$ cat src/rtl/ps2_frame_receiver_pkg.sv
`default_nettype none
// +----------------------------------------------------------------------------+
// | Package     : ps2_pkg                                                      |
// | Description : Shared definitions for the PS/2 frame receiver: receive FSM  |
// |               state encoding, prefix byte codes and the odd-parity helper. |
// | Revision    : 1.0  initial release                                         |
// +----------------------------------------------------------------------------+
package ps2_pkg;

  // Receive FSM state encoding
  typedef logic [1:0] ps2_state_t;
  localparam ps2_state_t ST_IDLE   = 2'd0;
  localparam ps2_state_t ST_DATA   = 2'd1;
  localparam ps2_state_t ST_PARITY = 2'd2;
  localparam ps2_state_t ST_STOP   = 2'd3;

  // Scan-code prefix bytes
  localparam logic [7:0] PS2_BREAK_CODE = 8'hF0;
  localparam logic [7:0] PS2_EXT_CODE   = 8'hE0;

  // PS/2 frames use odd parity: data bits plus the parity bit hold an odd
  // number of ones.
  function automatic logic oddParityOk(input logic [7:0] data, input logic parity);
    return ^{data, parity};
  endfunction

endpackage
`default_nettype wire

$ cat src/rtl/ps2_frame_receiver_if.sv
`default_nettype none
// +----------------------------------------------------------------------------+
// | Interface   : ps2_frame_receiver_if                                        |
// | Description : Decoded-byte output bundle of the PS/2 frame receiver.       |
// |   oScanCode    [7:0] last accepted byte                                    |
// |   oValid             one-cycle strobe, oScanCode/flags valid this cycle    |
// |   oBreak             byte was preceded by F0 (prefix decode builds only)   |
// |   oExtended          byte was preceded by E0 (prefix decode builds only)   |
// |   oParityError       one-cycle strobe on odd-parity failure                |
// |   oFrameError        one-cycle strobe on bad start/stop bit or timeout     |
// |   modport master : receiver side (drives)                                  |
// |   modport slave  : consumer side (observes)                                |
// | Revision    : 1.0  initial release                                         |
// +----------------------------------------------------------------------------+
interface ps2_frame_receiver_if;
  logic [7:0] oScanCode;
  logic       oValid;
  logic       oBreak;
  logic       oExtended;
  logic       oParityError;
  logic       oFrameError;

  modport master (
    output oScanCode,
    output oValid,
    output oBreak,
    output oExtended,
    output oParityError,
    output oFrameError
  );

  modport slave (
    input oScanCode,
    input oValid,
    input oBreak,
    input oExtended,
    input oParityError,
    input oFrameError
  );
endinterface
`default_nettype wire

$ cat src/rtl/ps2_frame_receiver_input_filter.sv
`default_nettype none
// +----------------------------------------------------------------------------+
// | Module      : ps2_input_filter                                             |
// | Description : Two-flop synchronizer followed by a FILTER_DEPTH-sample      |
// |               agreement filter for one raw PS/2 pad line.                  |
// |   Clock    in   system clock                                               |
// |   Reset    in   asynchronous active-low reset                              |
// |   rawIn    in   asynchronous pad line                                      |
// |   filtOut  out  filtered level (idle-high after reset)                     |
// | Parameters  : FILTER_DEPTH - consecutive equal samples to change level     |
// | Revision    : 1.0  initial release                                         |
// +----------------------------------------------------------------------------+
module ps2_input_filter #(
  parameter int FILTER_DEPTH = 8
) (
  input  wire logic Clock,
  input  wire logic Reset,
  input  wire logic rawIn,
  output logic      filtOut
);

  logic                    r_sync1;
  logic                    r_sync2;
  logic [FILTER_DEPTH-1:0] r_shift;
  logic [FILTER_DEPTH-1:0] w_nextShift;
  logic                    r_out;

  // The agreement test looks at the window including the sample being
  // shifted in this cycle, so the output moves on the same edge that the
  // window becomes uniform.
  generate
    if (FILTER_DEPTH > 1) begin : g_deep
      assign w_nextShift = {r_shift[FILTER_DEPTH-2:0], r_sync2};
    end else begin : g_single
      assign w_nextShift = r_sync2;
    end
  endgenerate

  always_ff @(posedge Clock or negedge Reset) begin
    if (!Reset) begin
      r_sync1 <= 1'b1;
      r_sync2 <= 1'b1;
      r_shift <= '1;
      r_out   <= 1'b1;
    end else begin
      r_sync1 <= rawIn;
      r_sync2 <= r_sync1;
      r_shift <= w_nextShift;
      if (&w_nextShift) begin
        r_out <= 1'b1;
      end else if (~|w_nextShift) begin
        r_out <= 1'b0;
      end
    end
  end

  assign filtOut = r_out;

endmodule
`default_nettype wire

$ cat src/rtl/ps2_frame_receiver.sv
`default_nettype none
// +----------------------------------------------------------------------------+
// | Module      : ps2_frame_receiver                                           |
// | Description : PS/2 device-to-host frame receiver. Filters the raw clock    |
// |               and data lines, samples data on filtered clock falling       |
// |               edges, checks start/parity/stop and a per-bit timeout, and   |
// |               presents each accepted byte as a one-cycle strobe.           |
// |   Clock     in   system clock (rising edge)                                |
// |   Reset     in   asynchronous active-low reset                             |
// |   PS2_CLK   in   raw PS/2 clock pad                                        |
// |   PS2_DATA  in   raw PS/2 data pad                                         |
// |   bus       ps2_frame_receiver_if.master  decoded byte and strobes         |
// | Parameters  : FILTER_DEPTH   - input filter agreement depth                |
// |               TIMEOUT_CYCLES - max cycles between falling edges in a frame |
// | Macro       : PS2_PREFIX_DECODE_EN - fold F0/E0 prefixes into oBreak and   |
// |               oExtended instead of emitting them as bytes                  |
// | Revision    : 1.0  initial release                                         |
// +----------------------------------------------------------------------------+
module ps2_frame_receiver
  import ps2_pkg::*;
#(
  parameter int FILTER_DEPTH   = 8,
  parameter int TIMEOUT_CYCLES = 50000
) (
  input  wire logic               Clock,
  input  wire logic               Reset,
  input  wire logic               PS2_CLK,
  input  wire logic               PS2_DATA,
  ps2_frame_receiver_if.master    bus
);

  localparam int TW = $clog2(TIMEOUT_CYCLES + 1);

  // Filtered lines and edge detection
  logic w_clkF;
  logic w_dataF;
  logic r_clkPrev;
  logic w_sample;

  // FSM and datapath
  ps2_state_t r_state;
  ps2_state_t w_nextState;
  logic [2:0]    r_bitCount;
  logic [7:0]    r_shift;
  logic          r_parity;
  logic [TW-1:0] r_timer;
  logic          w_timeout;

  // Per-cycle decisions from the output decoder
  logic w_shiftEn;
  logic w_parityLoad;
  logic w_accept;
  logic w_parErr;
  logic w_frmErr;
  logic w_emit;

  // Registered outputs
  logic [7:0] r_scanCode;
  logic       r_valid;
  logic       r_parErr;
  logic       r_frmErr;

  ps2_input_filter #(.FILTER_DEPTH(FILTER_DEPTH)) u_clkFilter (
    .Clock   (Clock),
    .Reset   (Reset),
    .rawIn   (PS2_CLK),
    .filtOut (w_clkF)
  );

  ps2_input_filter #(.FILTER_DEPTH(FILTER_DEPTH)) u_dataFilter (
    .Clock   (Clock),
    .Reset   (Reset),
    .rawIn   (PS2_DATA),
    .filtOut (w_dataF)
  );

  assign w_sample = r_clkPrev & ~w_clkF;

  // A falling edge in the same cycle restarts the timer, so it takes priority.
  assign w_timeout = (r_state != ST_IDLE) && !w_sample &&
                     (r_timer == TW'(TIMEOUT_CYCLES));

  // ---------------------------------------------------------------- state reg
  always_ff @(posedge Clock or negedge Reset) begin
    if (!Reset) begin
      r_state <= ST_IDLE;
    end else begin
      r_state <= w_nextState;
    end
  end

  // ---------------------------------------------------------------- next state
  always_comb begin
    w_nextState = r_state;
    if (w_timeout) begin
      w_nextState = ST_IDLE;
    end else if (w_sample) begin
      case (r_state)
        ST_IDLE:   if (!w_dataF) w_nextState = ST_DATA;
        ST_DATA:   if (r_bitCount == 3'd7) w_nextState = ST_PARITY;
        ST_PARITY: w_nextState = ST_STOP;
        ST_STOP:   w_nextState = ST_IDLE;
        default:   w_nextState = ST_IDLE;
      endcase
    end
  end

  // ---------------------------------------------------------------- output decode
  always_comb begin
    w_shiftEn    = 1'b0;
    w_parityLoad = 1'b0;
    w_accept     = 1'b0;
    w_parErr     = 1'b0;
    w_frmErr     = w_timeout;
    if (w_sample) begin
      case (r_state)
        ST_IDLE:   w_frmErr = w_dataF;
        ST_DATA:   w_shiftEn = 1'b1;
        ST_PARITY: w_parityLoad = 1'b1;
        ST_STOP: begin
          if (!w_dataF) begin
            w_frmErr = 1'b1;
          end else if (oddParityOk(r_shift, r_parity)) begin
            w_accept = 1'b1;
          end else begin
            w_parErr = 1'b1;
          end
        end
        default: w_frmErr = 1'b0;
      endcase
    end
  end

`ifdef PS2_PREFIX_DECODE_EN
  logic r_pendBreak;
  logic r_pendExt;
  logic r_break;
  logic r_ext;
  logic w_isBrk;
  logic w_isExt;

  assign w_isBrk = (r_shift == PS2_BREAK_CODE);
  assign w_isExt = (r_shift == PS2_EXT_CODE);
  // Prefix bytes are absorbed into the pending flags, never emitted.
  assign w_emit  = w_accept && !w_isBrk && !w_isExt;

  always_ff @(posedge Clock or negedge Reset) begin
    if (!Reset) begin
      r_pendBreak <= 1'b0;
      r_pendExt   <= 1'b0;
      r_break     <= 1'b0;
      r_ext       <= 1'b0;
    end else begin
      r_break <= w_emit & r_pendBreak;
      r_ext   <= w_emit & r_pendExt;
      if (w_parErr || w_frmErr) begin
        r_pendBreak <= 1'b0;
        r_pendExt   <= 1'b0;
      end else if (w_accept) begin
        if (w_isBrk) begin
          r_pendBreak <= 1'b1;
        end else if (w_isExt) begin
          r_pendExt <= 1'b1;
        end else begin
          r_pendBreak <= 1'b0;
          r_pendExt   <= 1'b0;
        end
      end
    end
  end

  assign bus.oBreak    = r_break;
  assign bus.oExtended = r_ext;
`else
  assign w_emit        = w_accept;
  assign bus.oBreak    = 1'b0;
  assign bus.oExtended = 1'b0;
`endif

  // ---------------------------------------------------------------- datapath
  always_ff @(posedge Clock or negedge Reset) begin
    if (!Reset) begin
      r_clkPrev  <= 1'b1;
      r_bitCount <= 3'd0;
      r_shift    <= 8'h00;
      r_parity   <= 1'b0;
      r_timer    <= '0;
      r_scanCode <= 8'h00;
      r_valid    <= 1'b0;
      r_parErr   <= 1'b0;
      r_frmErr   <= 1'b0;
    end else begin
      r_clkPrev <= w_clkF;

      if (w_sample || w_timeout || (r_state == ST_IDLE)) begin
        r_timer <= '0;
      end else begin
        r_timer <= r_timer + TW'(1);
      end

      if (w_timeout || (w_sample && (r_state == ST_IDLE))) begin
        r_bitCount <= 3'd0;
      end else if (w_shiftEn) begin
        r_bitCount <= r_bitCount + 3'd1;
      end

      // LSB arrives first, so shifting right leaves bit 0 in place at the end.
      if (w_shiftEn) begin
        r_shift <= {w_dataF, r_shift[7:1]};
      end
      if (w_parityLoad) begin
        r_parity <= w_dataF;
      end

      r_valid  <= w_emit;
      r_parErr <= w_parErr;
      r_frmErr <= w_frmErr;
      if (w_emit) begin
        r_scanCode <= r_shift;
      end
    end
  end

  assign bus.oScanCode    = r_scanCode;
  assign bus.oValid       = r_valid;
  assign bus.oParityError = r_parErr;
  assign bus.oFrameError  = r_frmErr;

endmodule
`default_nettype wire

$ cat src/flat_wrapper.sv
// flat-port wrapper written by rule: the top's interface ports become plain ports
module ps2_frame_receiver_flat import ps2_pkg::*;
#(
  parameter int FILTER_DEPTH   = 8,
  parameter int TIMEOUT_CYCLES = 50000
)
  (Clock, Reset, PS2_CLK, PS2_DATA, bus_oScanCode, bus_oValid, bus_oBreak, bus_oExtended, bus_oParityError, bus_oFrameError);
  ps2_frame_receiver_if bus_i ();
  input  wire logic Clock;
  input  wire logic Reset;
  input  wire logic PS2_CLK;
  input  wire logic PS2_DATA;
  output wire logic [$bits(bus_i.oScanCode)-1:0] bus_oScanCode;
  output wire logic [$bits(bus_i.oValid)-1:0] bus_oValid;
  output wire logic [$bits(bus_i.oBreak)-1:0] bus_oBreak;
  output wire logic [$bits(bus_i.oExtended)-1:0] bus_oExtended;
  output wire logic [$bits(bus_i.oParityError)-1:0] bus_oParityError;
  output wire logic [$bits(bus_i.oFrameError)-1:0] bus_oFrameError;
  assign bus_oScanCode = bus_i.oScanCode;
  assign bus_oValid = bus_i.oValid;
  assign bus_oBreak = bus_i.oBreak;
  assign bus_oExtended = bus_i.oExtended;
  assign bus_oParityError = bus_i.oParityError;
  assign bus_oFrameError = bus_i.oFrameError;
  ps2_frame_receiver #(.FILTER_DEPTH(FILTER_DEPTH), .TIMEOUT_CYCLES(TIMEOUT_CYCLES)) u_core (.Clock(Clock), .Reset(Reset), .PS2_CLK(PS2_CLK), .PS2_DATA(PS2_DATA), .bus(bus_i));
endmodule
$ cat config.mk
export PLATFORM = sky130hd
export DESIGN_NAME = ps2_frame_receiver_flat
export DESIGN_NICKNAME = d
export VERILOG_FILES = /design/src/rtl/ps2_frame_receiver_pkg.sv /design/src/rtl/ps2_frame_receiver_if.sv /design/src/rtl/ps2_frame_receiver_input_filter.sv /design/src/rtl/ps2_frame_receiver.sv /design/src/flat_wrapper.sv
export SDC_FILE = /design/constraint.sdc
export NUM_CORES = 1
export LEC_CHECK = 0
export ABC_AREA = 0
export BUFFER_PORTS_ARGS = -buffer_cell sky130_fd_sc_hd__buf_2
export CORE_ASPECT_RATIO = 0.8
export CORE_MARGIN = 10
export CORE_UTILIZATION = 52
export CTS_CLUSTER_SIZE = 20
export DETAILED_ROUTE_END_ITERATION = 8
export GPL_TIMING_DRIVEN = 0
export MAX_ROUTING_LAYER = met4
export PLACE_DENSITY = 0.68
export SYNTH_ARGS = -nofsm -noshare
export SYNTH_HDL_FRONTEND = slang
export SYNTH_SLANG_ARGS = --single-unit
$ cat constraint.sdc
create_clock -name Clock -period 2.5 [get_ports Clock]
set_input_delay 0.25 -clock Clock [delete_from_list [all_inputs] [get_ports Clock]]
set_output_delay 0.25 -clock Clock [all_outputs]
set_load 0.01 [all_outputs]
==> metrics.md <==
| Metric | Value |
|---|---|
| Critical path start-end classification | `reg -> reg` |
| Worst reg2reg path depth | `5` |
| Antenna violations before repair | `0` |
| Violations in the final reports | `negative hold slack` |
| Fraction of layout cells with a size suffix above 1 | `29.6%` |
| I/O Pins | `17` |
| Gate count of the mapped netlist | `214` |
| List of most frequent post-synthesis cells | `sky130_fd_sc_hd__dfrtp_1 (41), sky130_fd_sc_hd__nor2_1 (23), sky130_fd_sc_hd__dfstp_2 (21)` |
| GRT Total Usage | `11.7%` |
| Number of clock sinks | `62` |
| Number of endpoints with negative hold slack in the final report | `40` |
| Kind of start point of the critical path | `flop` |
| Routed vias/inst | `5.13` |
| Nature of the critical path endpoint | `flop` |
| Clock Skews | `5.35 ps` |
| Worst-path clk slew | `60 ps` |
| Clk Latency, worst-skew pair | `330 ps` |
| Maximum number of pins on one net before global-route repair | `63` |
| Class of the most critical hold timing path | `in -> async` |
| Number of nets in the finished design | `255` |
| Final cycle utilization of the critical path | `87.2%` |
| Clock root buffer | `sky130_fd_sc_hd__clkbuf_8` |
| Number of warnings issued by yosys | `0` |
| GRT overflow | `0` |
| Lkg Pwr | `0.00141 uW` |
| Met2 WL post-DR | `1880 um` |
| Worst-Margin Slew | `715 ps` |
| Height of the chip | `83.6 um` |
| Shortest clock period the worst path allows after layout | `2180 ps` |
| Maximum clock frequency | `459 MHz` |
| Number of nets still failing antenna checks after routing | `0` |
| RSZ-0062 raised after global routing | `false` |
| Detailed-route wire length | `4180 um` |
| Wire length per cell after detailed routing | `13.5 um` |
| Area share of the largest cell type after synthesis | `39.0%` |
| Power per standard cell area | `851 nW/um2` |
| Synth unique cells | `29` |
| Synthesized area | `2630 um2` |
| Hold slack | `-16.1 ps` |
| Fill cell count | `410` |
| Number of storage elements in the synthesis netlist | `62` |
| Critical R2R Launch | `u_core.u_dataFilter.filtOut` |
| Max-slew headroom at the worst pin | `52.0%` |
| Starting density of the core | `53.1%` |
| DRT Pass-1 Iters | `4` |
| Bufs on Longest Clock Path | `2` |
| Largest area contributor in the synthesized netlist | `sky130_fd_sc_hd__dfrtp_1` |
| Required time at the worst-slack endpoint | `2710 ps` |
| Critical Path AT | `2390 ps` |
| Post-route core utilization | `61.0%` |
| Layout-stage area growth over the synthesis result | `15.0%` |
| CTS tree | `done` |
| Final-report setup violation count | `0` |
| Vias after detailed routing | `1584` |
| M1 wire length | `2030 um` |
| Top layer used by detailed routing | `met4` |
| Reported max-cap violation count | `0` |
| Leading cell type by number of instances after synthesis | `sky130_fd_sc_hd__dfrtp_1` |
| Outcome | `finished, violations left` |
| Detailed Place HPWL | `2750 um` |
| Global placer's final weighted congestion | `0.813` |
| Number of levels the H-tree was split into | `3` |
| Core Footprint | `4950 um2` |
| Share of async-settable or async-resettable flops after synthesis | `100%` |
| Worst-case register-to-register setup slack | `320 ps` |
| Most area-consuming cells after synthesis | `sky130_fd_sc_hd__dfrtp_1 (39%), sky130_fd_sc_hd__dfstp_2 (21%), sky130_fd_sc_hd__mux2_2 (6.9%), sky130_fd_sc_hd__ha_1 (4.3%), sky130_fd_sc_hd__xor2_1 (4.0%)` |
| Met3 wire length | `194 um` |
| Sequential cell area fraction in the yosys report | `60.0%` |
| Number of remaining DRC errors | `0` |
| Clock buffer count from CTS | `9` |
| Total of buffers placed on input and output ports | `14` |
| Primary flip-flop cell chosen by synthesis mapping | `sky130_fd_sc_hd__dfrtp_1` |
| IR drop worst, VDD | `0.596 mV` |
| Via count of the first global-routing pass | `1654` |
| Number of standard-cell rows in the floorplan | `23` |
| Largest fanout of any net on the critical path | `8` |
| Die Footprint | `8310 um2` |
| Diode insertion count for antenna repair | `0` |
| Die boundary width | `99.5 um` |
| Number of slew-limit violations in the final report | `0` |
| Global-route wire length before repair | `7690 um` |
| Number of synthesized flops with an enable pin | `0` |
| Reg2reg end | `u_core.bus.oScanCode[5]` |
| Average cell area after synthesis | `12.3 um2` |
| Number of instances resized during post-cts repair | `0` |
| Detailed router's first-iteration violation count | `86` |
| Final sum of negative setup slack | `0 ps` |
-- logic make-up after synthesis --
logic type	synth area share, %
buffers and inverters	2.29
adder cells (fa/ha/maj)	4.29
AND/OR/NAND/NOR	13.9
other	0.143
flip-flops	60.0
AO/OA/AOI/OAI	3.24
XOR/XNOR	7.62
multiplexers	8.48
-- flip-flops by register name, indices dropped and copies added (netlist names), 2 cells and up --
signal,count
u_core.bus.oScanCode,8
u_core.u_dataFilter.r_shift,7
u_core.r_shift,8
u_core.r_state,2
u_core.r_bitCount,3
u_core.r_timer,16
u_core.u_clkFilter.r_shift,7
-- routing by layer --
| metal | vias to the layer above | GRT usage, % |
|---|---|---|
| met2 | 19 | 17.0 |
| li1 | 785 | - |
| met1 | 772 | 13.6 |
| met5 | - | - |
| met4 | 0 | 4.68 |
| met3 | 8 | 5.63 |
-- through the flow --
step	total power [uW]	std cells	setup WS, ps	area, um2	hold WS, ps
after global routing	2750	309	230	3020	23.3
after CTS	2610	309	338	3020	240
final	2570	309	320	3020	-16.1
after global placement	1650	291	393	2780	346
after detailed placement	1660	291	366	2780	347
after floorplan	1540	215	610	2630	-45.6
-- worst max path at each step --
| stage | start | to | slack, ps | cells past startpoint |
|---|---|---|---|---|
| floorplan | u_core.r_clkPrev | u_core.bus.oScanCode[0] | 610 | 6 |
| global placement | u_core.u_dataFilter.filtOut | u_core.bus.oScanCode[2] | 390 | 5 |
| detailed placement | u_core.u_dataFilter.filtOut | u_core.bus.oScanCode[1] | 370 | 5 |
| CTS | u_core.u_dataFilter.filtOut | u_core.bus.oScanCode[5] | 340 | 5 |
| global route | u_core.u_dataFilter.filtOut | u_core.bus.oScanCode[5] | 230 | 5 |
| finish | u_core.u_dataFilter.filtOut | u_core.bus.oScanCode[5] | 320 | 5 |
-- worst max-delay path: stages, from the launching register on --
cell,delay [ps]
sky130_fd_sc_hd__dfstp_2,510
sky130_fd_sc_hd__clkbuf_1,360
sky130_fd_sc_hd__nand3_1,160
sky130_fd_sc_hd__or2_2,340
sky130_fd_sc_hd__mux2i_4,310
sky130_fd_sc_hd__mux2_2,380
-- timing repair --
item / in CTS / in global routing
setup buffers: 0 / 0
hold buffers: 2 / 0
hold endpoints to repair: 2 / 0
-- report_power, final --
part           switching, uW  internal (uW)
clock network            364            570
registers               84.7           1110
logic                    259            186
-- cells in the final DEF, fill, tap and decap left out --
cell type,synthesis,layout
sky130_fd_sc_hd__nand2b_1,3,3
sky130_fd_sc_hd__nand3_1,11,11
sky130_fd_sc_hd__buf_2,0,13
sky130_fd_sc_hd__mux2i_1,2,2
sky130_fd_sc_hd__o41ai_1,2,2
sky130_fd_sc_hd__nor2b_1,1,1
sky130_fd_sc_hd__mux2_2,16,16
sky130_fd_sc_hd__ha_1,9,9
sky130_fd_sc_hd__mux2i_4,1,1
sky130_fd_sc_hd__xnor2_1,9,9
sky130_fd_sc_hd__or2_2,2,2
sky130_fd_sc_hd__o21ai_0,4,4
sky130_fd_sc_hd__dfstp_2,21,21
sky130_fd_sc_hd__and3_1,5,5
sky130_fd_sc_hd__clkinvlp_4,0,1
sky130_fd_sc_hd__nor2_1,23,23
sky130_fd_sc_hd__clkbuf_8,0,13
sky130_fd_sc_hd__bufinv_16,0,1
sky130_fd_sc_hd__a21oi_1,8,8
sky130_fd_sc_hd__a211oi_1,1,1
sky130_fd_sc_hd__dlygate4sd3_1,0,2
sky130_fd_sc_hd__nand2_1,9,9
sky130_fd_sc_hd__conb_1,1,2
sky130_fd_sc_hd__nand4_1,8,8
sky130_fd_sc_hd__buf_4,3,4
sky130_fd_sc_hd__inv_1,6,6
sky130_fd_sc_hd__nor4b_1,2,2
sky130_fd_sc_hd__dfrtp_1,41,41
sky130_fd_sc_hd__and4_1,1,1
sky130_fd_sc_hd__xor2_1,12,12
sky130_fd_sc_hd__clkbuf_1,4,5
sky130_fd_sc_hd__or4_1,2,2
sky130_fd_sc_hd__xnor2_2,1,1
sky130_fd_sc_hd__nor3_1,6,6
-- final cells by class --
type | instances | area [um2] | share of cell area (%)
clock buffer | 14 | 183 | 6.05
inverter | 6 | 22.5 | 0.745
buffer | 7 | 37.5 | 1.24
multi-input combinational | 140 | 993 | 32.9
sequential | 62 | 1580 | 52.2
clock inverter | 2 | 37.5 | 1.24
tap | 62 | 77.6 | 2.57
timing repair buffer | 16 | 92.6 | 3.06
Power figures use the tool's default switching activity.
